### config.mk
export PLATFORM = sky130hd
export DESIGN_NAME = pred_pmu_window_ctrl
export DESIGN_NICKNAME = d
export VERILOG_FILES = /design/src/rtl/pred_pmu_window_ctrl.sv
export SDC_FILE = /design/constraint.sdc
export NUM_CORES = 1
export LEC_CHECK = 0
export ABC_AREA = 1
export BUFFER_PORTS_ARGS = -buffer_cell sky130_fd_sc_hd__clkbuf_2
export CAP_MARGIN = 10
export CORE_MARGIN = 2
export CORE_UTILIZATION = 37
export DETAILED_ROUTE_END_ITERATION = 7
export SYNTH_ARGS = -nofsm -noshare
export SYNTH_HDL_FRONTEND = slang
export SYNTH_SLANG_ARGS = --single-unit
### constraint.sdc
create_clock -name clk -period 3.3 [get_ports clk]
set_input_delay 0.825 -clock clk [delete_from_list [all_inputs] [get_ports clk]]
set_output_delay 0.825 -clock clk [all_outputs]
set_load 0.01 [all_outputs]
### src/rtl/pred_pmu_window_ctrl.sv
// pred_pmu_window_ctrl: windowed branch-prediction sampler with snapshot valid/ready readout
module pred_pmu_window_ctrl #(
  parameter int CNT_W = 32,
  parameter int WIN_W = 16,
  parameter int ID_W  = 8
) (
  input  logic             clk,
  input  logic             rst_n,
  input  logic             cfg_start,
  input  logic             cfg_stop,
  input  logic [WIN_W-1:0] cfg_window,
  input  logic             EX_feedback_valid,
  input  logic             EX_prediction_incorrect,
  output logic             snap_valid,
  input  logic             snap_ready,
  output logic [CNT_W-1:0] snap_total,
  output logic [CNT_W-1:0] snap_wrong,
  output logic [ID_W-1:0]  snap_id,
  output logic             snap_partial,
  output logic             snap_overrun,
  output logic             busy
);
  typedef enum logic [1:0] {IDLE, RUN, FLUSH} state_e;
  state_e state_q, state_d;
  logic [WIN_W-1:0] win_q, win_d;
  logic [CNT_W-1:0] total_q, total_d, wrong_q, wrong_d, tot_n, wr_n, ld_total, ld_wrong;
  logic [CNT_W-1:0] snap_total_q, snap_wrong_q;
  logic [ID_W-1:0]  id_q, id_d, snap_id_q;
  logic             snap_valid_q, snap_partial_q, ovr_q, ovr_d;
  logic             done, can_load, load, ld_partial;
  always_comb begin
    tot_n      = total_q + CNT_W'(EX_feedback_valid);
    wr_n       = wrong_q + CNT_W'(EX_feedback_valid & EX_prediction_incorrect);
    done       = EX_feedback_valid && tot_n == CNT_W'(win_q);
    can_load   = !snap_valid_q || snap_ready;
    state_d    = state_q;
    win_d      = win_q;
    total_d    = total_q;
    wrong_d    = wrong_q;
    ovr_d      = ovr_q;
    id_d       = id_q;
    load       = 1'b0;
    ld_total   = total_q;
    ld_wrong   = wrong_q;
    ld_partial = 1'b0;
    case (state_q)
      IDLE: if (cfg_start && cfg_window != '0) begin
        state_d = RUN;
        win_d   = cfg_window;
        total_d = '0;
        wrong_d = '0;
        ovr_d   = 1'b0;
        id_d    = '0;
      end
      RUN: begin
        // a completing event clears the counters whether or not its snapshot is kept
        total_d = done ? '0 : tot_n;
        wrong_d = done ? '0 : wr_n;
        if (done) begin
          ld_total = tot_n;
          ld_wrong = wr_n;
          load     = can_load;
          ovr_d    = ovr_q | !can_load;
        end
        if (cfg_stop) state_d = (done || tot_n == '0) ? IDLE : FLUSH;
      end
      FLUSH: if (can_load) begin
        load       = 1'b1;
        ld_partial = 1'b1;
        total_d    = '0;
        wrong_d    = '0;
        state_d    = IDLE;
      end
      default: state_d = IDLE;
    endcase
    if (load) id_d = id_q + ID_W'(1);
  end
  always_ff @(posedge clk) begin
    if (!rst_n) begin
      state_q        <= IDLE;
      win_q          <= '0;
      total_q        <= '0;
      wrong_q        <= '0;
      ovr_q          <= 1'b0;
      id_q           <= '0;
      snap_valid_q   <= 1'b0;
      snap_total_q   <= '0;
      snap_wrong_q   <= '0;
      snap_id_q      <= '0;
      snap_partial_q <= 1'b0;
    end else begin
      state_q <= state_d;
      win_q   <= win_d;
      total_q <= total_d;
      wrong_q <= wrong_d;
      ovr_q   <= ovr_d;
      id_q    <= id_d;
      if (load) begin
        snap_valid_q   <= 1'b1;
        snap_total_q   <= ld_total;
        snap_wrong_q   <= ld_wrong;
        snap_id_q      <= id_q;
        snap_partial_q <= ld_partial;
      end else if (snap_ready) begin
        snap_valid_q <= 1'b0;
      end
    end
  end
  assign snap_valid   = snap_valid_q;
  assign snap_total   = snap_total_q;
  assign snap_wrong   = snap_wrong_q;
  assign snap_id      = snap_id_q;
  assign snap_partial = snap_partial_q;
  assign snap_overrun = ovr_q;
  assign busy         = state_q != IDLE;
endmodule

==> results of run 1 <==
## synth_stat cells, types with 4 or more instances
library cell and instances:
sky130_fd_sc_hd__inv_1 144, sky130_fd_sc_hd__o21ai_1 23, sky130_fd_sc_hd__nor4_1 9, sky130_fd_sc_hd__nor2_1 231
sky130_fd_sc_hd__xor2_1 23, sky130_fd_sc_hd__dfxtp_1 165, sky130_fd_sc_hd__clkbuf_1 63, sky130_fd_sc_hd__nand3_1 61
sky130_fd_sc_hd__o21ai_0 81, sky130_fd_sc_hd__buf_2 4, sky130_fd_sc_hd__nor2_4 4, sky130_fd_sc_hd__a21oi_1 97
sky130_fd_sc_hd__nand4_1 122, sky130_fd_sc_hd__nor3_1 15, sky130_fd_sc_hd__nand2_1 421, sky130_fd_sc_hd__xnor2_1 10
sky130_fd_sc_hd__buf_1 5, sky130_fd_sc_hd__inv_2 4, sky130_fd_sc_hd__ha_1 9, sky130_fd_sc_hd__nor2_2 6
sky130_fd_sc_hd__buf_6 7, sky130_fd_sc_hd__buf_4 4
## report_power, final
| part | switching, mW | internal (mW) |
|---|---|---|
| sequential | 0.0415 | 2.06 |
| combinational | 0.470 | 0.189 |
| clock | 0.918 | 1.16 |
| total | 1.43 | 3.40 |
## final timing paths
| path | start | endpoint | slack, ns | cells after the start |
|---|---|---|---|---|
| min | snap_overrun$_SDFFE_PN0P_ | snap_overrun$_SDFFE_PN0P_ | 0.46 | 2 |
| max reg2reg | total_q[5]$_SDFFE_PN0P_ | snap_wrong[5]$_SDFFE_PN0P_ | 0.34 | 19 |
| max | EX_feedback_valid | snap_wrong[5]$_SDFFE_PN0P_ | 0.31 | 19 |
| min reg2reg | snap_overrun$_SDFFE_PN0P_ | snap_overrun$_SDFFE_PN0P_ | 0.46 | 2 |
## worst max-delay path, stage by stage
cell	delay [ns]
sky130_fd_sc_hd__clkbuf_2	0.12
sky130_fd_sc_hd__ha_1	0.17
sky130_fd_sc_hd__nand2_1	0.10
sky130_fd_sc_hd__nor2_2	0.17
sky130_fd_sc_hd__buf_12	0.14
sky130_fd_sc_hd__nand3_2	0.17
sky130_fd_sc_hd__nor2_4	0.16
sky130_fd_sc_hd__nand3_1	0.11
sky130_fd_sc_hd__nand2_1	0.09
sky130_fd_sc_hd__nand2_1	0.05
sky130_fd_sc_hd__nor2_1	0.13
sky130_fd_sc_hd__nand2_1	0.15
sky130_fd_sc_hd__nor2_8	0.18
sky130_fd_sc_hd__nand3_4	0.10
sky130_fd_sc_hd__nand2_4	0.11
sky130_fd_sc_hd__buf_12	0.21
sky130_fd_sc_hd__buf_12	0.14
sky130_fd_sc_hd__o21ai_0	0.07
sky130_fd_sc_hd__nor2_1	0.13
## kinds of logic after synthesis
kind of cell             count (synthesis)  synth area share
AO/OA/AOI/OAI                          202             0.106
XOR/XNOR                                33            0.0302
adder cells (fa/ha/maj)                  9            0.0117
buffers and inverters                  233             0.100
flip-flops                             165             0.345
AND/OR/NAND/NOR                        886             0.408
## layout make-up
class                   count  area (µm²)
fillers                  2658       13800
multi-input cells        1130        5350
flip-flops and latches    165        3300
repair buffers            194        1340
inverters                 149         559
clock buffers              18         439
well taps                 330         413
clock inverters            14         165
## sequential cells by signal (all words and copies together) (netlist names)
name and cells:
snap_valid 1, snap_partial 1, snap_wrong 32, win_q 16
snap_id 8, snap_total 32, total_q 32, snap_overrun 1
id_q 8, state_q 2, wrong_q 32
## metal layers
layer | share of wire | up-vias | routed length (µm)
li1 | - | 5230 | -
met1 | 0.50 | 4685 | 14200
met2 | 0.44 | 287 | 12400
met3 | 0.055 | 20 | 1580
met4 | 0.010 | 0 | 299
met5 | 0 | - | 0
## stage by stage
stage,worst slack (ns),setup TNS [ns],area (µm²)
after floorplan,0.346,0,9580
after global placement,-0.103,-3.72,10900
after detailed placement,-0.141,-7.44,10900
after CTS,0.299,0,11600
after global routing,0.00914,0,11600
final,0.310,0,11600
## timing repair
action | CTS | global route
gates resized for setup | 0 | 3
hold endpoints to repair | 0 | 0
setup endpoints to repair | 0 | 1
==> impl_metrics.py, run 1 <==
metrics = {
    "synth": {
        "synth.lib_cells_used.distinct": 34,
        "ys_top_cells_by_area": "sky130_fd_sc_hd__dfxtp_1 34%, sky130_fd_sc_hd__nand2_1 16%, sky130_fd_sc_hd__nor2_1 9.0%, sky130_fd_sc_hd__nand4_1 8.0%, sky130_fd_sc_hd__inv_1 5.6%",
        "ys.flop_type": "sky130_fd_sc_hd__dfxtp_1",
        "syn_inst": 1528,
        "ys_ff_latch": 165,
        "synthDominantCellAreaShare": 0.345,
        "post_synthesis_instance_area_um2": 9580,
        "async_reset_ff_frac": 0,
        "syn_nets": 1560,
        "yosysSeqAreaShare": 0.345,
        "synth_top_cell_by_area": "sky130_fd_sc_hd__dfxtp_1",
        "synth_enable_flop_cells": 0,
        "yosys_warnings": 0,
        "syn_area_per_cell_um2": 6.27,
    },
    "worst_setup_path": {
        "cp_max_fo": 28,
        "worstSetupStartpointType": "primary input",
        "criticalPathCategory": "in -> reg",
        "crit_path_end_kind": "flip-flop",
        "cp.arrival_ns": 3.36,
        "worst_ep_required_time_ns": 3.67,
    },
    "cts": {
        "setup_fix_bufs_post_cts": 0,
        "clock_latency_on_the_worst_skew_pair_ns": 0.43,
        "cts_inserted_buffers": 17,
        "cts.root.buffer_cell": "sky130_fd_sc_hd__clkbuf_16",
        "tritoncts_num_sinks": 165,
        "cts_buffer_depth": 2,
        "tritoncts": "yes",
        "cts_htree_levels": 4,
        "clkTransAtPathRegs_ns": 0.07,
        "cts_hold_repair.buffers": 0,
    },
    "sta": {
        "setup_viol": 0,
        "finalCritPeriodShare": 0.906,
        "finClkSkew_ns": 0.0128,
        "rsz0062_at_grt": "no",
        "slew_headroom": 0.607,
        "hold_violations": 0,
        "slew_viol_final": 0,
        "achievable-frequency_mhz": 334,
        "worst-slew-pin-transition_ns": 0.590,
        "post_layout_min_period_ns": 2.99,
        "fin_hold_ws_ns": 0.465,
    },
    "place": {
        "post_place_cells": 1968,
        "place.gp.congestion": 0.908,
        "detailedPlacementHpwl_um": 20600,
        "port_buffers": 98,
    },
    "final_layout": {
        "layout_common_cells": "421 x sky130_fd_sc_hd__nand2_1, 227 x sky130_fd_sc_hd__nor2_1, 165 x sky130_fd_sc_hd__dfxtp_1, 143 x sky130_fd_sc_hd__inv_1, 122 x sky130_fd_sc_hd__nand4_1",
        "diodes": 0,
        "final_core_utilization": 0.456,
        "post_layout_nonfiller_instances": 2000,
        "final_common_cell": "sky130_fd_sc_hd__nand2_1",
        "areaGrowthSynthToFinish_pct": 20.6,
        "share_of_final_layout_standard_cells_stronger_than_drive_strength_1": 0.155,
        "layout.nets": 1689,
    },
    "power": {
        "total_leakage_power_nw": 5.16,
        "power_per_cell_area_nw_per_um2": 418,
        "ir_worst_vdd_uv": 322,
        "p_total_mw": 4.84,
    },
    "worst_hold_path": {
        "hold_path_class": "reg -> reg",
    },
    "outcome": {
        "outcome": "finished, final reports clean",
    },
    "run": {
        "maxCapViolCount": 0,
    },
    "route": {
        "viasPerCell": 5.11,
        "post_detailed_route_count_of_antenna_violating_nets": 0,
        "total_wirelength_um": 28500,
        "post-route-drc-count": 0,
        "drt-wirelength-per-cell_um": 14.2,
        "first_iter_violations": 758,
        "route.vias.total": 10200,
        "drt_first_pass_iters": 6,
    },
    "global_route": {
        "maximum_number_of_pins_on_one_net_before_global_route_repair": 58,
        "grt-ovfl-total": 0,
        "grt_util_met2": 0.338,
        "grt_pass1_vias": 9274,
        "track_usage": 0.216,
        "wire_length_of_the_first_global_routing_pass_um": 47100,
        "grt_use_met1": 0.312,
        "antenna_found_initial": 0,
        "gr-max-usage-layer": "met2",
        "grt_use_met3": 0.0319,
    },
    "die": {
        "core_um2": 25300,
        "rows": 58,
        "dieArea_um2": 27200,
        "initial_core_util": 0.378,
        "die_h_um": 165,
        "fp.dieW_um": 165,
        "io-pin-count": 99,
    },
}
Power figures use the tool's default switching activity.
==> run 2, diff against run 1 <==
--- a/config.mk
+++ b/config.mk
@@ -9,8 +9,9 @@
 export BUFFER_PORTS_ARGS = -buffer_cell sky130_fd_sc_hd__clkbuf_2
 export CAP_MARGIN = 10
 export CORE_MARGIN = 2
-export CORE_UTILIZATION = 37
+export CORE_UTILIZATION = 55
 export DETAILED_ROUTE_END_ITERATION = 7
+export PLACE_DENSITY = 0.75
 export SYNTH_ARGS = -nofsm -noshare
 export SYNTH_HDL_FRONTEND = slang
 export SYNTH_SLANG_ARGS = --single-unit
==> run 2 against run 1 <==
Net effect: worst hold slack worse by 0.0029 ns; first-iteration DRC count is 55% higher; cell area is 2.0% lower; combinational power is 1% higher; count of clock-buffer cells in the layout is 4 higher; largest cell class unchanged; highest routed layer unchanged; worst setup slack worse by 0.064 ns; fmax is 2.1% lower; non-clock buffer count is 13 lower; routed wire length is 3.9% lower; via count is 1.1% higher; global-route usage is 8.3 points higher; clock skew is 0.0033 ns lower.
==> impl_metrics.py, run 2 (synthesized netlist as in run 1, its figures left out) <==
metrics = {
    "final_layout": {
        "share_of_final_layout_standard_cells_stronger_than_drive_strength_1": 0.147,
        "layout.nets": 1676,
        "layout_common_cells": "421 x sky130_fd_sc_hd__nand2_1, 229 x sky130_fd_sc_hd__nor2_1, 165 x sky130_fd_sc_hd__dfxtp_1, 143 x sky130_fd_sc_hd__inv_1, 122 x sky130_fd_sc_hd__nand4_1",
        "final_common_cell": "sky130_fd_sc_hd__nand2_1",
        "sequential_cell_area_um2": 3300,
        "diodes": 0,
        "post_layout_nonfiller_instances": 1881,
        "area_of_the_multi_input_gates_um2": 5340,
        "areaGrowthSynthToFinish_pct": 18.2,
        "final.fill_count": 1632,
    },
    "cts": {
        "post_cts_resized": 0,
        "cts_inserted_buffers": 17,
        "clkTransAtPathRegs_ns": 0.06,
        "cts_hold_repair.buffers": 0,
        "cts_htree_levels": 4,
        "cts.root.buffer_cell": "sky130_fd_sc_hd__clkbuf_16",
        "clock_latency_on_the_worst_skew_pair_ns": 0.45,
        "tritoncts_num_sinks": 165,
        "tritoncts": "yes",
        "cts_buffer_depth": 2,
        "setup_fix_bufs_post_cts": 0,
    },
    "worst_hold_path": {
        "hold_path_class": "reg -> reg",
        "min_path_cells": 2,
        "min-delay-start": "snap_partial$_SDFFE_PN0P_",
        "hold-path-endpoint": "snap_partial$_SDFFE_PN0P_",
    },
    "global_route": {
        "grt-ovfl-total": 0,
        "track_usage": 0.299,
        "grt_use_met1": 0.427,
        "gr-max-usage-layer": "met2",
        "grt_pass1_vias": 9139,
        "grt_use_met3": 0.0619,
        "maximum_number_of_pins_on_one_net_before_global_route_repair": 61,
        "antenna_found_initial": 0,
        "wire_length_of_the_first_global_routing_pass_um": 44500,
        "grt_util_met2": 0.460,
    },
    "route": {
        "total_wirelength_um": 27400,
        "post-route-drc-count": 0,
        "first_iter_violations": 1175,
        "route.vias.total": 10300,
        "drt_first_pass_iters": 5,
        "drt-wirelength-per-cell_um": 14.6,
        "viasPerCell": 5.49,
        "post_detailed_route_count_of_antenna_violating_nets": 0,
    },
    "sta": {
        "setup_viol": 0,
        "slew_viol_final": 0,
        "achievable-frequency_mhz": 327,
        "hold_violations": 0,
        "finalCritPeriodShare": 0.925,
        "worst-slew-pin-transition_ns": 0.728,
        "post_layout_min_period_ns": 3.05,
        "rsz0062_at_grt": "no",
        "fin_hold_ws_ns": 0.462,
        "finClkSkew_ns": 0.00951,
        "slew_headroom": 0.515,
    },
    "outcome": {
        "outcome": "finished, final reports clean",
    },
    "worst_setup_path": {
        "crit_path_end_kind": "flip-flop",
        "criticalPathCategory": "in -> reg",
        "reg2reg_slack_ns": 0.32,
        "worstSetupStartpointType": "primary input",
        "timing.reg2reg.worst_path_depth": 18,
        "rr_startpoint": "total_q[0]$_SDFFE_PN0P_",
        "cp_max_fo": 59,
        "regToRegEndpoint": "snap_wrong[29]$_SDFFE_PN0P_",
        "cp.arrival_ns": 3.39,
        "worst_ep_required_time_ns": 3.64,
    },
    "die": {
        "rows": 48,
        "io-pin-count": 99,
        "die_h_um": 136,
        "core_um2": 17200,
        "dieArea_um2": 18500,
        "fp.dieW_um": 136,
        "initial_core_util": 0.558,
    },
    "run": {
        "maxCapViolCount": 0,
    },
    "place": {
        "post_place_cells": 1850,
        "place.gp.congestion": 0.986,
        "detailedPlacementHpwl_um": 19400,
        "port_buffers": 98,
    },
    "power": {
        "power_per_cell_area_nw_per_um2": 428,
        "total_leakage_power_nw": 5.10,
        "ir_worst_vdd_uv": 384,
    },
}
## run 2: cell types whose count changed in the layout (fill, tap and decap cells not counted), moves of 2 or more
cell / previous run / this run
sky130_fd_sc_hd__clkbuf_8: 1 / 5
sky130_fd_sc_hd__buf_4: 86 / 73
sky130_fd_sc_hd__inv_6: 5 / 2
sky130_fd_sc_hd__nor2_1: 227 / 229
## run 2: worst max-delay path by stage
stage | from | endpoint | slack, ns | cells past startpoint
6_report | EX_feedback_valid | snap_wrong[29]$_SDFFE_PN0P_ | 0.25 | 19
5_1_grt | EX_feedback_valid | snap_wrong[0]$_SDFFE_PN0P_ | 0.01 | 19
4_1_cts | EX_feedback_valid | snap_wrong[29]$_SDFFE_PN0P_ | 0.27 | 19
3_5_place_dp | EX_feedback_valid | snap_wrong[26]$_SDFFE_PN0P_ | -0.15 | 19
3_3_place_gp | EX_feedback_valid | snap_wrong[26]$_SDFFE_PN0P_ | -0.10 | 19
2_1_floorplan | EX_feedback_valid | snap_total[28]$_SDFFE_PN0P_ | 0.35 | 18
## run 2: power by group
group	internal, mW	switching, mW
Clock	1.22	0.865
Sequential	2.06	0.0402
Combinational	0.195	0.473
Total	3.47	1.38
## run 2: per-stage QoR
step / power, mW / area [µm²] / utilization / TNS (ns) / setup slack, ns
after floorplan: 2.56 / 9580 / - / 0 / 0.346
after global placement: 2.79 / 10700 / 0.624 / -3.19 / -0.103
after detailed placement: 2.80 / 10700 / 0.624 / -7.72 / -0.150
after CTS: 4.85 / 11300 / 0.660 / 0 / 0.271
after global routing: 5.01 / 11300 / 0.660 / 0 / 0.0106
final: 4.85 / 11300 / 0.660 / 0 / 0.246
## run 2: worst max-delay path, stage by stage
cell                       delay (ns)
sky130_fd_sc_hd__clkbuf_2        0.13
sky130_fd_sc_hd__ha_1            0.17
sky130_fd_sc_hd__nand2_1         0.10
sky130_fd_sc_hd__nor2_2          0.18
sky130_fd_sc_hd__buf_12          0.14
sky130_fd_sc_hd__nand3_2         0.15
sky130_fd_sc_hd__nor2_2          0.19
sky130_fd_sc_hd__nand3_1         0.11
sky130_fd_sc_hd__nand2_1         0.08
sky130_fd_sc_hd__nand2_1         0.04
sky130_fd_sc_hd__nor2_1          0.14
sky130_fd_sc_hd__nand2_1         0.16
sky130_fd_sc_hd__nor2_8          0.20
sky130_fd_sc_hd__nand3_4         0.10
sky130_fd_sc_hd__nand2_4         0.10
sky130_fd_sc_hd__buf_12          0.27
sky130_fd_sc_hd__nand2_1         0.08
sky130_fd_sc_hd__nor2_1          0.13
sky130_fd_sc_hd__nor2_1          0.06
## run 2: metal layers
metal | share of wire | vias up
met4 | 0.014 | 0
met2 | 0.44 | 399
met3 | 0.076 | 31
met5 | 0 | -
li1 | - | 5200
met1 | 0.47 | 4701
## run 2: area by class of cell
cell class,instances,area share
multi-input cells,1130,0.471
flip-flops and latches,165,0.292
repair buffers,181,0.109
inverters,149,0.0494
clock buffers,22,0.0436
well taps,225,0.0249
clock inverters,9,0.0103
